===== src/rtl/snake_pkg.sv =====
// Shared definitions for the snake engine: FSM state codes, heading codes,
// length limits and coordinate stepping helpers.
package snake_pkg;

    // Game-state FSM codes as driven back on STATE
    typedef enum logic [4:0] {
        StInitial = 5'd0,
        StGaming  = 5'd1,
        StEnd     = 5'd2,
        StWin     = 5'd3,
        StOver    = 5'd4,
        StChoose  = 5'd5
    } state_e;

    // Heading codes; opposite headings differ only in bit 0
    typedef enum logic [1:0] {
        HdRight = 2'd0,
        HdLeft  = 2'd1,
        HdUp    = 2'd2,
        HdDown  = 2'd3
    } heading_e;

    localparam int NUM_SEG  = 10;
    localparam int INIT_LEN = 3;
    localparam int MAX_LEN  = 10;
    localparam int LEN_W    = 6;
    localparam int COORD_W  = 10;

    // Advance a coordinate one cell; x and y each wrap modulo 32
    function automatic logic [COORD_W-1:0] step(input logic [COORD_W-1:0] coord,
                                                input heading_e           hd);
        logic [4:0] x;
        logic [4:0] y;
        x = coord[9:5];
        y = coord[4:0];
        unique case (hd)
            HdRight: x = x + 5'd1;
            HdLeft:  x = x - 5'd1;
            HdUp:    y = y - 5'd1;
            HdDown:  y = y + 5'd1;
        endcase
        return {x, y};
    endfunction

    // Reverse direction of a heading
    function automatic heading_e opposite(input heading_e hd);
        return heading_e'(2'(hd) ^ 2'b01);
    endfunction

    // Start position of segment i: a horizontal line on row 12, head at x=16
    function automatic logic [COORD_W-1:0] init_seg(input int i);
        return {5'(16 - i), 5'd12};
    endfunction

endpackage


===== src/rtl/snake_move_timer.sv =====
// Move period timer: selects the period from Choose and emits one step per period.
// tick is the terminal-count condition used by the body on the same edge;
// move is its registered copy for the outside world.
module snake_move_timer #(
    parameter int unsigned P_SLOW = 25_000_000,
    parameter int unsigned P_MED  = 12_500_000,
    parameter int unsigned P_FAST = 6_250_000
) (
    input  logic       origin_clk,
    input  logic       rst,
    input  logic       en,
    input  logic [1:0] Choose,
    output logic       tick,
    output logic       move
);

    logic [31:0] period_m1;
    logic [31:0] count_q;
    logic [31:0] count_d;
    logic        move_q;
    logic        move_d;
    logic        active;

    // Period select and terminal-count detect
    always_comb begin
        period_m1 = 32'd0;
        unique case (Choose)
            2'd1:    period_m1 = 32'(P_SLOW - 1);
            2'd2:    period_m1 = 32'(P_MED - 1);
            2'd3:    period_m1 = 32'(P_FAST - 1);
            default: period_m1 = 32'd0;
        endcase
        active = en && (Choose != 2'd0);
        // >= so that switching to a shorter period past its end fires at once
        tick   = active && (count_q >= period_m1);
    end

    // Counter next state; holds while inactive
    always_comb begin
        count_d = count_q;
        if (tick) begin
            count_d = 32'd0;
        end else if (active) begin
            count_d = count_q + 32'd1;
        end
        move_d = tick;
    end

    // Counter and move pulse registers
    always_ff @(posedge origin_clk) begin
        if (rst) begin
            count_q <= 32'd0;
            move_q  <= 1'b0;
        end else begin
            count_q <= count_d;
            move_q  <= move_d;
        end
    end

    assign move = move_q;

endmodule


===== src/rtl/snake_body.sv =====
// Snake movement and length engine: heading selection, 10-segment body shift
// register, length tracking and apple/poison hit detection. All outputs are flops.
module snake_body
    import snake_pkg::*;
#(
    parameter int unsigned P_SLOW = 25_000_000,
    parameter int unsigned P_MED  = 12_500_000,
    parameter int unsigned P_FAST = 6_250_000
) (
    input  logic        origin_clk,
    input  logic        rst,
    input  logic        up,
    input  logic        down,
    input  logic        left,
    input  logic        right,
    input  logic [4:0]  STATE,
    input  logic [1:0]  Choose,
    input  logic [9:0]  apple,
    input  logic [9:0]  poison,
    output logic [5:0]  length,
    output logic [9:0]  snake0,
    output logic [9:0]  snake1,
    output logic [9:0]  snake2,
    output logic [9:0]  snake3,
    output logic [9:0]  snake4,
    output logic [9:0]  snake5,
    output logic [9:0]  snake6,
    output logic [9:0]  snake7,
    output logic [9:0]  snake8,
    output logic [9:0]  snake9,
    output logic        ate_apple,
    output logic        ate_poison,
    output logic        move
);

    logic               init_load;
    logic               gaming;
    logic               steer_ok;
    logic               tick;

    heading_e           heading_q;
    heading_e           heading_d;
    heading_e           pending_q;
    heading_e           pending_d;
    heading_e           req;
    logic               req_vld;

    logic [COORD_W-1:0] seg_q [NUM_SEG];
    logic [COORD_W-1:0] seg_d [NUM_SEG];
    logic [COORD_W-1:0] new_head;
    logic [LEN_W-1:0]   length_q;
    logic [LEN_W-1:0]   length_d;
    logic               ate_apple_q;
    logic               ate_apple_d;
    logic               ate_poison_q;
    logic               ate_poison_d;

    // INITIAL reloads the start position every cycle, exactly like reset
    assign init_load = rst || (STATE == StInitial);
    assign gaming    = (STATE == StGaming);
    assign steer_ok  = gaming || (STATE == StChoose);

    snake_move_timer #(
        .P_SLOW (P_SLOW),
        .P_MED  (P_MED),
        .P_FAST (P_FAST)
    ) u_timer (
        .origin_clk (origin_clk),
        .rst        (init_load),
        .en         (gaming),
        .Choose     (Choose),
        .tick       (tick),
        .move       (move)
    );

    // Button priority: up > down > left > right
    always_comb begin
        req     = HdRight;
        req_vld = 1'b1;
        if (up) begin
            req = HdUp;
        end else if (down) begin
            req = HdDown;
        end else if (left) begin
            req = HdLeft;
        end else if (right) begin
            req = HdRight;
        end else begin
            req_vld = 1'b0;
        end
    end

    // Pending/committed heading; a request that reverses either the committed
    // or the already-pending heading is dropped so no turn pair can reverse
    always_comb begin
        heading_d = heading_q;
        pending_d = pending_q;
        if (tick) begin
            heading_d = pending_q;
        end
        if (steer_ok && req_vld &&
            (req != opposite(heading_q)) && (req != opposite(pending_q))) begin
            pending_d = req;
        end
    end

    assign new_head = step(seg_q[0], pending_q);

    // Body shift, length update and hit pulses on a move edge
    always_comb begin
        seg_d        = seg_q;
        length_d     = length_q;
        ate_apple_d  = 1'b0;
        ate_poison_d = 1'b0;
        if (tick) begin
            seg_d[0] = new_head;
            for (int i = 1; i < NUM_SEG; i++) begin
                seg_d[i] = seg_q[i-1];
            end
            // Apple takes priority when apple and poison coincide
            if (new_head == apple) begin
                ate_apple_d = 1'b1;
                if (length_q < LEN_W'(MAX_LEN)) begin
                    length_d = length_q + LEN_W'(1);
                end
            end else if (new_head == poison) begin
                ate_poison_d = 1'b1;
                if (length_q != '0) begin
                    length_d = length_q - LEN_W'(1);
                end
            end
        end
    end

    // State registers; reset and INITIAL share the same load
    always_ff @(posedge origin_clk) begin
        if (init_load) begin
            for (int i = 0; i < NUM_SEG; i++) begin
                seg_q[i] <= init_seg(i);
            end
            length_q     <= LEN_W'(INIT_LEN);
            heading_q    <= HdRight;
            pending_q    <= HdRight;
            ate_apple_q  <= 1'b0;
            ate_poison_q <= 1'b0;
        end else begin
            for (int i = 0; i < NUM_SEG; i++) begin
                seg_q[i] <= seg_d[i];
            end
            length_q     <= length_d;
            heading_q    <= heading_d;
            pending_q    <= pending_d;
            ate_apple_q  <= ate_apple_d;
            ate_poison_q <= ate_poison_d;
        end
    end

    assign length     = length_q;
    assign ate_apple  = ate_apple_q;
    assign ate_poison = ate_poison_q;
    assign snake0     = seg_q[0];
    assign snake1     = seg_q[1];
    assign snake2     = seg_q[2];
    assign snake3     = seg_q[3];
    assign snake4     = seg_q[4];
    assign snake5     = seg_q[5];
    assign snake6     = seg_q[6];
    assign snake7     = seg_q[7];
    assign snake8     = seg_q[8];
    assign snake9     = seg_q[9];

endmodule


===== config.mk =====
export PLATFORM = sky130hd
export DESIGN_NAME = snake_body
export DESIGN_NICKNAME = d
export VERILOG_FILES = /design/src/rtl/snake_pkg.sv /design/src/rtl/snake_move_timer.sv /design/src/rtl/snake_body.sv
export SDC_FILE = /design/constraint.sdc
export NUM_CORES = 1
export LEC_CHECK = 0
export ABC_AREA = 1
export BUFFER_PORTS_ARGS = -buffer_cell sky130_fd_sc_hd__buf_4
export CAP_MARGIN = 20
export CORE_ASPECT_RATIO = 0.7
export CORE_MARGIN = 2
export CORE_UTILIZATION = 55
export CTS_CLUSTER_SIZE = 8
export DETAILED_ROUTE_END_ITERATION = 7
export PLACE_DENSITY = 0.91
export SYNTH_ARGS = -nofsm -noshare
export SYNTH_HDL_FRONTEND = slang
export SYNTH_SLANG_ARGS = --single-unit

===== constraint.sdc =====
create_clock -name origin_clk -period 4.3 [get_ports origin_clk]
set_clock_uncertainty 0.05 [all_clocks]
set_input_delay 0.86 -clock origin_clk [delete_from_list [all_inputs] [get_ports origin_clk]]
set_output_delay 0.86 -clock origin_clk [all_outputs]
set_load 0.05 [all_outputs]

# [After elaboration in Yosys (flattened, before gate mapping)]
# Index checks and enable logic that the tools add are counted.
# Widths: inputs -> output; s select.
[op_classes] n_reduce_logical=17 n_mux=16 eq_ne=13 n_bitwise=3 order_cmp=2 addsub=7
[ops] operator="$pmux 25 s3" count=1
[ops] operator="$add 32x1->32 const B" count=1
[ops] operator="$ge 32x25->1" count=1
[ops] operator="$mux 6" count=4
[ops] operator="$eq 10x10->1" count=2
[ops] operator="$pmux 5 s2" count=2
[ops] operator="$add 5x1->5 const B" count=2
[ops] operator="$sub 5x1->5 const B" count=2
[ops] operator="$eq 2x2->1 const B" count=4
[ops] operator="$mux 1" count=7
[ops] operator="$add 6x1->6 const B" count=1
[ops] operator="$lt 6x4->1 const B" count=1
[ops] operator="$reduce_bool 2->1" count=3
[ops] operator="$reduce_bool 6->1" count=1
[ops] operator="$sub 6x1->6 const B" count=1
[ops] operator="$eq 5x1->1 const B" count=1
[ops] operator="$eq 5x3->1 const B" count=1
[ops] operator="$logic_and 1x1->1" count=5
[ops] operator="$logic_not 5->1" count=1
[ops] operator="$eq 2x1->1 const B" count=2
[ops] operator="$mux 2" count=2
[ops] operator="$ne 2x2->1" count=2
[ops] operator="$reduce_and 4->1" count=1
[ops] operator="$reduce_or 2->1" count=2
[ops] operator="other kinds (5)" count=8
[totals] ff_bits=145 elab_cells=75 output_inout_bits=109 in_bits=33

# [Depth between registers and ports, before layout]
[logic_depth] ltp_word=7 ltp_mapped=28 mapped_depth_nobuf=27

# [Modules after synthesis]
# Synthesis repeated with hierarchy kept, for this count alone.
[hier_totals] hier_cells=1096 area_unflattened_um2=7672.4
[modules_own_cells] mod="snake_body" instances=1 seq_area_each_um2=2242.2 cells_per_inst=723 area_each_um2=5138.7
[modules_own_cells] mod="snake_move_timer" instances=1 seq_area_each_um2=660.6 cells_per_inst=373 area_each_um2=2533.7

# [Least setup slack after synthesis]
# No wires, ideal clock.
[synth_timing] path_type="flip-flop to flip-flop" startpoint="reg seg_q, in the netlist snake0[0]" endpoint="reg length_q[5] (netlist: length[5])" arrival_ns=3.456 setup_time_ns=0.117 path_buffers=0 setup_slack_ns=0.677 period_less_slack_ns=3.623 stages_incl_launch_ff=23 required_ns=4.133 path_cell_list="dfxtp_1 > inv_1 > fa_1 > nand2_1 > nand3_1 > nand2_1 > nor2_1 > nand2_1 > nor2_2 > nand3_2 > nor2_4 > nand3_4 > ha_1 > a21oi_1 > nand2_1 > a21oi_1 > inv_1 > a21oi_1 > nand4_1 > nand2_1 > inv_1 > a21oi_1 > nor2_1"
[synth_between] elab_chain_len=5 elab_cells_between_ends=10 cone_classes="add/sub (2); eq/ne (3); mux (2); reduce/logical (3)"
[synth_rtl] element="start, declared" line_no="snake_body.sv:48" text="logic [COORD_W-1:0] seg_q [NUM_SEG];"
[synth_rtl] element="start signal, assigned by index" line_no="snake_body.sv:139" text="seg_q[i] <= init_seg(i);"
[synth_rtl] element="start signal, assigned by index" line_no="snake_body.sv:148" text="seg_q[i] <= seg_d[i];"
[synth_rtl] element="$add 5x1->5 / $sub 5x1->5 (equally long branches)" line_no="snake_pkg.sv:40, snake_pkg.sv:39"
[synth_rtl] element="$pmux 5 s2 (*)" line_no="snake_pkg.sv:36" text="unique case (hd)"
[synth_rtl] element="$eq 10x10->1, on equally long branches" line_no="snake_body.sv:121, snake_body.sv:126"
[synth_rtl] element="$ne 2x1->1 (no source line) / $reduce_bool 2->1 (equally long branches)"
[synth_rtl] element="$reduce_and 4->1 (no source line)"
[synth_rtl] element="end signal, assigned" line_no="snake_body.sv:141" text="length_q <= LEN_W'(INIT_LEN);"
[synth_rtl] element="end signal, assigned" line_no="snake_body.sv:150" text="length_q <= length_d;"
[synth_rtl] element="end, declared" line_no="snake_body.sv:51" text="logic [LEN_W-1:0] length_q;"
# Every way passes the cells marked *; elsewhere a longest branch is shown, timed or not.
# A chain may end at the register's enable or synchronous reset.

# [Final worst setup path]
[layout_timing] startpoint="reg pending_q[0]" endpoint="reg length_q[5] (netlist: length[5])"
[layout_between] elab_chain_len=5 elab_cells_between_ends=13 cone_classes="eq/ne (6); mux (3); reduce/logical (4)"
[layout_rtl] element="start, declared" line_no="snake_body.sv:43" text="heading_e pending_q;"
[layout_rtl] element="start signal, assigned" line_no="snake_body.sv:143" text="pending_q <= HdRight;"
[layout_rtl] element="start signal, assigned" line_no="snake_body.sv:152" text="pending_q <= pending_d;"
[layout_rtl] element="$eq 2x2->1 (tied with other cells)" line_no="snake_pkg.sv:36"
[layout_rtl] element="$pmux 5 s2" line_no="snake_pkg.sv:36"
[layout_rtl] element="$eq 10x10->1, on equally long branches" line_no="snake_body.sv:121, snake_body.sv:126"
[layout_rtl] element="$ne 2x1->1 (no source line) / $reduce_bool 2->1 (equally long branches)"
[layout_rtl] element="$reduce_and 4->1 (no source line)"
# Several ways; a longest one is shown, not always the timed one.

==> results.ini <==
[run_status]
outcome = completed

[placement]
gp_congestion = 0.9795
io_buffers = 141
dp.final_hpwl_um = 13770
dp_cells = 1202

[routing]
antenna_left = 0
drtPass1Iterations = 6
vias = 6744
wirelength_um = 19090
drc = 0
wl_per_cell_um = 15.47
drt_iter0_drc = 563
vias_per_cell = 5.465

[yosys]
synthesis.instances = 919
syn_nets = 992
yosys.area.top_type = dfxtp_1
ys_ff_latch = 145
synth_enable_flop_cells = 0
yosysWarnings = 0
synth.top_cell.area_share = 0.4114
syn_area_um2 = 7056
synth_cell_type_count = 42
synth_ff_type = dfxtp_1
ys_async_sr_fraction = 0
synthTopCellsByArea = dfxtp_1, nand2_1, inv_1
syn_area_per_cell_um2 = 7.677
seq_area_frac_synth = 0.4114

[clock_network]
hold_buffers = 0
cts_setup_buffers = 0
cts.sinks = 145
cts_tree = done
htreeDepth = 4
cts_made_buffers = 17
cts_resized = 0
insertion_delay_ns = 0.42
cts-root-buf = clkbuf_16
path_clk_slew_ns = 0.06
clk_path_buf_depth = 2

[layout]
final_common_cell = nand2_1
drive_above_1_share = 0.2034
layout_common_cells = nand2_1, inv_1, buf_4
final_util = 0.7062
antenna_cells = 0
syn2layout_area_growth_pct = 24.76
nNetsFinal = 1132
final_cells = 1234

[floorplanning]
fp-row-count = 34
core-area_um2 = 12460
die_y_um = 98.76
start_util = 0.5661
ios = 142
die_w_um = 139.4
dieArea_um2 = 13760

[sta]
tightest_slew_ns = 0.6206
maxSlewViolCount = 0
hold_viol_final = 0
timing.final.crit_period_ns = 3.821
min_period_over_period = 0.8885
slew_headroom = 0.5825
rsz0062_at_grt = no
fin_setup_tns_ns = 0
fmax_mhz = 261.7
setup_viol = 0

[hold_path]
hold_path.class = reg2reg
hold_depth = 2

[global_route]
first_global_vias = 6419
grt_first_pass_wirelength_um = 31450
grt_max_degree = 50
grt_overflow_total = 0
track_usage = 0.2812
antenna_found_initial = 0

[worst_setup_path]
required_ns = 4.56
arrival_ns = 4.08
worstSetupPathType = reg2reg
critPathCaptureType = register
crit_path_start_kind = register
cp_max_fo = 9
r2r_slack_ns = 0.48
rr_worst_depth = 24

[job]
maxCapViolations = 0

[power_and_ir_drop]
p_per_area_nw_per_um2 = 331.2
irDropWorstVdd_mv = 0.3520
power_leakage_nw = 4.132

[synthesized netlist by cell type, types with 7 or more instances]
| library cell | number |
|---|---|
| o21ai_0 | 7 |
| nand2_1 | 170 |
| o22ai_1 | 50 |
| nand3_1 | 51 |
| xor2_1 | 17 |
| buf_2 | 25 |
| inv_2 | 7 |
| a21oi_1 | 36 |
| inv_1 | 159 |
| dfxtp_1 | 145 |
| nor2_1 | 71 |
| nand4_1 | 15 |
| a22oi_1 | 37 |
| o21ai_1 | 8 |
| xnor2_1 | 9 |
| ha_1 | 37 |
| nor3_1 | 15 |
| nor4_1 | 7 |
[state kept, by name (all words and copies together), names as in the netlist, 2 cells and up]
name             flops
u_timer.count_q     32
length               6
pending_q            2
snake6              10
snake1              10
snake8              10
snake5              10
snake0              10
snake2              10
snake4              10
heading_q            2
snake9              10
snake3              10
snake7              10
[stage by stage]
| stage | hold WS (ns) | total power [mW] | cell area (µm²) | setup WS [ns] |
|---|---|---|---|---|
| finish | 0.4075 | 2.915 | 8802 | 0.4793 |
| global route | 0.4265 | 3.000 | 8802 | 0.1281 |
| CTS | 0.4106 | 2.916 | 8802 | 0.5051 |
| detailed placement | 0.4011 | 1.511 | 8234 | 0.5040 |
| global placement | 0.3953 | 1.507 | 8234 | 0.6339 |
| floorplan | 0.3998 | 1.460 | 7056 | 0.6774 |
[per-layer routing]
| metal | global-route usage | routed length [µm] |
|---|---|---|
| met1 | 0.3931 | 8435 |
| met2 | 0.4480 | 8515 |
| met3 | 0.05782 | 1844 |
| met4 | 0.07304 | 293 |
| met5 | 0 | 0 |
[worst max-delay path, stage by stage (launching register included)]
cell,delay [ns]
dfxtp_1,0.49
nand2_1,0.14
inv_1,0.15
fa_1,0.46
nand2_2,0.12
nand2_2,0.08
nand2_1,0.09
nand2_1,0.05
nor2_1,0.09
nand2_1,0.06
nor2_2,0.10
nand3_2,0.09
nor2_4,0.13
nand3_4,0.15
ha_1,0.37
a21oi_1,0.16
nand2_1,0.09
a21oi_1,0.14
inv_1,0.05
a21oi_1,0.17
nand4_1,0.12
nand2_1,0.08
inv_1,0.05
a21oi_1,0.17
nor2_1,0.06
[cells by family (layout without fill, tap and decap cells)]
logic type | count (synthesis) | after routing | share of synthesized area
buf+inv | 195 | 348 | 0.1108
xor+xnor | 26 | 26 | 0.03228
simple gates | 366 | 366 | 0.2419
compound gates | 147 | 147 | 0.1295
flops | 145 | 145 | 0.4114
fa+ha+maj | 40 | 40 | 0.07413
[where the power goes]
| part | switching [mW] | internal (mW) |
|---|---|---|
| sequential | 0.00159 | 1.34 |
| combinational | 0.0896 | 0.0506 |
| clock | 0.609 | 0.821 |
| total | 0.700 | 2.22 |
[worst paths after layout]
check               startpoint        end
setup / recovery  pending_q[0]  length[5]
hold / removal       snake9[0]  snake9[0]
setup reg to reg  pending_q[0]  length[5]
hold reg to reg      snake9[0]  snake9[0]
[area by class of cell]
class / instances / area (µm²)
fillers: 967 / 3662
multi-input cells: 579 / 3371
flip-flops and latches: 145 / 2903
repair buffers: 149 / 1131
inverters: 167 / 626.9
clock buffers: 19 / 442.9
well taps: 162 / 202.7
clock inverters: 13 / 125.1
No activity file was read; power rests on OpenSTA's default activity.
